### config.mk
export PLATFORM = sky130hd
export DESIGN_NAME = random_range_sampler
export DESIGN_NICKNAME = d
export VERILOG_FILES = /design/src/rtl/random_range_sampler.sv
export SDC_FILE = /design/constraint.sdc
export NUM_CORES = 1
export LEC_CHECK = 0
export ABC_CLOCK_PERIOD_IN_PS = 3500
export CAP_MARGIN = 20
export CORE_ASPECT_RATIO = 1.25
export CORE_MARGIN = 2
export CORE_UTILIZATION = 50
export CTS_BUF_LIST = sky130_fd_sc_hd__clkbuf_16
export CTS_CLUSTER_SIZE = 16
export DETAILED_ROUTE_END_ITERATION = 12
export GPL_TIMING_DRIVEN = 0
export PLACE_DENSITY = 0.83
export SYNTH_ARGS = -nofsm -noshare
export SYNTH_HDL_FRONTEND = slang
export SYNTH_SLANG_ARGS = --single-unit
export TNS_END_PERCENT = 5
### constraint.sdc
create_clock -name clk -period 3.5 [get_ports clk]
set_input_delay 0.875 -clock clk [delete_from_list [all_inputs] [get_ports clk]]
set_output_delay 0.875 -clock clk [all_outputs]
set_load 0.02 [all_outputs]
### src/rtl/random_range_sampler.sv
// random_range_sampler
// Bounded random index generator that sits directly downstream of a 32-bit
// LFSR generator. Each request runs one or more gen/gen_end handshakes with
// the generator and maps the returned word into [0, range-1]. The word is
// masked down to the smallest power-of-two window that covers the range, and
// out-of-range candidates are rejected and redrawn. In unique mode a
// draw-history bitmap ensures that each value is issued at most once until
// the history is cleared.
module random_range_sampler #(
  parameter int W         = 4,
  parameter int MAX_TRIES = 8,
  parameter int WAIT_MAX  = 15
) (
  input  logic         clk,
  input  logic         rstn,
  input  logic         req,
  input  logic [W:0]   range,
  input  logic         unique_mode,
  input  logic         clear_hist,
  output logic         prng_gen,
  input  logic [31:0]  prng_q,
  input  logic         prng_gen_end,
  output logic         busy,
  output logic         valid,
  output logic [W-1:0] value,
  output logic         fail
);

  localparam int TW = $clog2(MAX_TRIES + 1);
  localparam int WW = $clog2(WAIT_MAX + 1);
  localparam logic [TW-1:0] TRIES_LAST = TW'(MAX_TRIES - 1);
  localparam logic [WW-1:0] WAIT_LAST  = WW'(WAIT_MAX - 1);
  // Largest legal range value: 2^W.
  localparam logic [W:0]    M_MAX      = {1'b1, {W{1'b0}}};

  typedef enum logic [1:0] {
    S_IDLE,
    S_REQ,
    S_WAIT,
    S_CHECK
  } state_t;

  state_t          state_reg;
  logic [W:0]      range_reg;
  logic            uniq_reg;
  logic [TW-1:0]   tries_reg;
  logic [WW-1:0]   wait_cnt_reg;
  logic [W-1:0]    cand_reg;
  logic [W-1:0]    value_reg;
  logic            valid_reg;
  logic            fail_reg;
  logic [2**W-1:0] used_reg;
  logic [W:0]      used_count_reg;

  logic [W-1:0]    m_minus1;
  logic [W-1:0]    mask;
  logic            range_bad;
  logic            hist_full;
  logic            cand_ok;
  // The generator word is wider than any legal result; only the low W bits
  // can survive masking, so the upper bits are intentionally discarded.
  logic            unused_q_bits;

  assign unused_q_bits = ^prng_q[31:W];

  // Mask = 2^ceil(log2 M) - 1, obtained by smearing the highest set bit of
  // (M-1) downward. M=1 gives 0; M=2^W wraps M-1 to all ones.
  assign m_minus1 = range_reg[W-1:0] - W'(1);

  genvar gi;
  generate
    for (gi = 0; gi < W; gi++) begin : g_mask
      assign mask[gi] = |m_minus1[W-1:gi];
    end
  endgenerate

  // Request screening, done on the live inputs while IDLE.
  assign range_bad = (range == '0) || (range > M_MAX);
  assign hist_full = unique_mode && (used_count_reg >= range);

  // The history bitmap is consulted only for unique-mode requests.
  assign cand_ok = ({1'b0, cand_reg} < range_reg) &&
                   (!uniq_reg || !used_reg[cand_reg]);

  // Control FSM with registered result pulses. The history clear is applied
  // last, so it overrides a history update made in the same cycle.
  always_ff @(posedge clk) begin
    if (!rstn) begin
      state_reg      <= S_IDLE;
      range_reg      <= '0;
      uniq_reg       <= 1'b0;
      tries_reg      <= '0;
      wait_cnt_reg   <= '0;
      cand_reg       <= '0;
      value_reg      <= '0;
      valid_reg      <= 1'b0;
      fail_reg       <= 1'b0;
      used_reg       <= '0;
      used_count_reg <= '0;
    end else begin
      valid_reg <= 1'b0;
      fail_reg  <= 1'b0;
      case (state_reg)
        S_IDLE: begin
          if (req) begin
            if (range_bad || hist_full) begin
              fail_reg <= 1'b1;
            end else begin
              range_reg <= range;
              uniq_reg  <= unique_mode;
              tries_reg <= '0;
              state_reg <= S_REQ;
            end
          end
        end
        S_REQ: begin
          wait_cnt_reg <= '0;
          state_reg    <= S_WAIT;
        end
        S_WAIT: begin
          if (prng_gen_end) begin
            // q is already updated in the gen_end cycle.
            cand_reg  <= prng_q[W-1:0] & mask;
            state_reg <= S_CHECK;
          end else if (wait_cnt_reg == WAIT_LAST) begin
            fail_reg  <= 1'b1;
            state_reg <= S_IDLE;
          end else begin
            wait_cnt_reg <= wait_cnt_reg + WW'(1);
          end
        end
        S_CHECK: begin
          if (cand_ok) begin
            value_reg <= cand_reg;
            valid_reg <= 1'b1;
            if (uniq_reg) begin
              used_reg[cand_reg] <= 1'b1;
              if (used_count_reg != M_MAX) begin
                used_count_reg <= used_count_reg + (W+1)'(1);
              end
            end
            state_reg <= S_IDLE;
          end else begin
            tries_reg <= tries_reg + TW'(1);
            if (tries_reg == TRIES_LAST) begin
              fail_reg  <= 1'b1;
              state_reg <= S_IDLE;
            end else begin
              state_reg <= S_REQ;
            end
          end
        end
        default: state_reg <= S_IDLE;
      endcase
      if (clear_hist) begin
        used_reg       <= '0;
        used_count_reg <= '0;
      end
    end
  end

  assign prng_gen = (state_reg == S_REQ);
  assign busy     = (state_reg != S_IDLE);
  assign valid    = valid_reg;
  assign fail     = fail_reg;
  assign value    = value_reg;

endmodule
==> metrics <==
antenna violations before repair=0; Rows=28; share of cells above drive strength 1=approximately 6.5%; htree depth=2; Routed WL=between 5 and 6 mm; area of the multi-input gates=1420 um2; vias per inst=~5.7; Final ANT Viol Nets=0; Post-DP Area=between 2000 and 3000 um2; Area Growth Syn to Fin=17.7%; vias in the first global route=between 2k and 2.5k; synthesized flop and latch total=47; n_diodes=0; Slew headroom=between 50% and 60%; CP Class=in2reg; Worst Skew=approximately 0.0053 ns; clock buffer count from CTS=5; Avg Inst Size Synth=8.55 um2; clk_lat worst skew=about 0.29 ns; main flop type after synthesis=dfxtp_1; leakage=roughly 1.1 nW; Fmax achieved=0.320 GHz; Max-Cap Viols=0; Filler cells=between 400 and 500; max reg flops=16; cell area after layout=roughly 2900 um2; Die Ht=~83 um; EDFF count, synth=0; Net count, final=~380; period utilization=between 80% and 90%; GR Util All Layers=approximately 20%; routed vias=around 2.2k; grt ovf=0; Tightest Pin Transition=0.697 ns; fin worst setup slack=roughly 0.38 ns; chip width=between 60 and 70 um; Netlist Area Pre-Place=roughly 2500 um2; Register Area=roughly 940 um2; worst path required time=about 3.7 ns; YS warnings=0; peak supply drop=0.218 mV; Layout Utilization=approximately three fifths; largest net degree at the start of global routing=16; Tightest Hold Check Type=reg2reg; Place WS=between 0.1 and 0.15 ns; critical path endpoint category=register; status=finished clean; Max FO, Critical Path=8; final hold viol count=0; power share of the clock group=33.9%; gate count of the mapped netlist=a little under 300; Initial Utilization=between 50 and 60%; Gate power share=23.9%; global-route wire length before repair=between 8 and 9 mm; Final Slew Violations=0; WP data arrival=3.34 ns; syn_nets=~350; Setup-failing EPs final=0; die area=5560 um2; Critical Path Start Type=input port; commonest non-fill, non-tap cell in the layout=dfxtp_1; clock tree buffer depth=2; Sw Pwr=0.416 mW; I/O pin count=51; commonest cells after routing, fill and taps aside=dfxtp_1 (47), nor2_1 (38), nand2_1 (30); hold buffers post-CTS=0; Reg clk slew, reported paths=0.07 ns; register area share after synthesis=between 30% and 40%; Fin Setup TNS=0 ns; Power Dens Cells=around 470 nW/um2; Post-synth ARST share=0%; post-DP HPWL=3.99 mm; CORE AREA=approximately 4800 um2; Tmin final=3.12 ns; TritonCTS clock tree=built; Initial DRC Count=about 130; Sw Share=30.4%; drt first pass iters=4; wire length per cell=14.3 um; Hold Slack=around 0.46 ns; post-CTS setup buffer count=0; Internal Power=between 0.9 and 1 mW; Yosys cell types=47; Resize count post-CTS=0; clock tree root driver cell=clkbuf_16; I/O Buffers=22; gpl congestion=slightly above 0.8; clock sink count=47; Sequential Power Share=a little over two fifths; RSZ-0062 raised after global routing=false; drt drc=0
layer usage:
metal,vias to the layer above,wire length [um],GRT usage (%)
li1,1072,-,-
met1,1028,2300,23.4
met2,65,2750,34.6
met3,20,214,4.20
met4,0,182,9.65
met5,-,0,0
synth_stat cells, drive strengths merged (4+ instances only):
master	n	area share [%]
nor2	38	5.7
nor2b	5	1.3
nand2	31	5.0
o21ai	8	1.6
nand4	4	1.0
a211oi	5	2.2
xnor2	5	1.8
nor3	7	1.4
clkbuf	8	1.2
ha	19	9.6
inv	18	2.7
nand3	7	1.4
mux2i	13	5.2
a31oi	9	2.9
dfxtp	47	38
a21oi	28	5.6
logic make-up after synthesis:
logic type                 synth area share [%]
AOI/OAI and AO/OA                          17.3
xor gates and xnor gates                   2.82
adders and majority gates                  9.56
buffers and inverters                      5.03
DFF                                        37.8
muxes                                      6.59
and+or+nand+nor                            20.9
power groups by stage:
| stage | Combinational (mW) | Clock (mW) | Sequential (mW) |
|---|---|---|---|
| after floorplan | 0.226 | 0 | 0.585 |
| after global placement | 0.316 | 0 | 0.586 |
| after detailed placement | 0.322 | 0 | 0.587 |
| after CTS | 0.324 | 0.469 | 0.575 |
| after global routing | 0.360 | 0.488 | 0.578 |
| final | 0.327 | 0.464 | 0.576 |
worst max-delay path: stages:
cell	delay (ns)
clkdlybuf4s50_1	0.52
inv_1	0.06
ha_1	0.30
a21oi_1	0.12
o21ai_0	0.14
a211oi_2	0.41
nand2_1	0.30
a2111o_1	0.47
a31oi_1	0.16
metrics by stage:
stage | instances | power, mW
2_1_floorplan | 291 | 0.811
3_3_place_gp | 373 | 0.902
3_5_place_dp | 373 | 0.909
4_1_cts | 381 | 1.37
5_1_grt | 381 | 1.43
6_report | 381 | 1.37
final cells by class:
type	count	area share, %
buffer	11	1.97
clock inverter	3	0.684
multi-input combinational	215	48.5
timing repair buffer	22	7.52
tap	60	2.56
clock buffer	5	4.27
inverter	18	2.31
sequential	47	32.1
worst paths after layout:
check,startpoint,slack [ns],cells after the start,endpoint
max,range[2],0.38,9,tries_reg[0]
min,range_reg[4],0.46,2,range_reg[4]
min reg2reg,range_reg[4],0.46,2,range_reg[4]
max reg2reg,cand_reg[3],0.97,7,used_reg[5]
(Power assumes the default switching activity.)
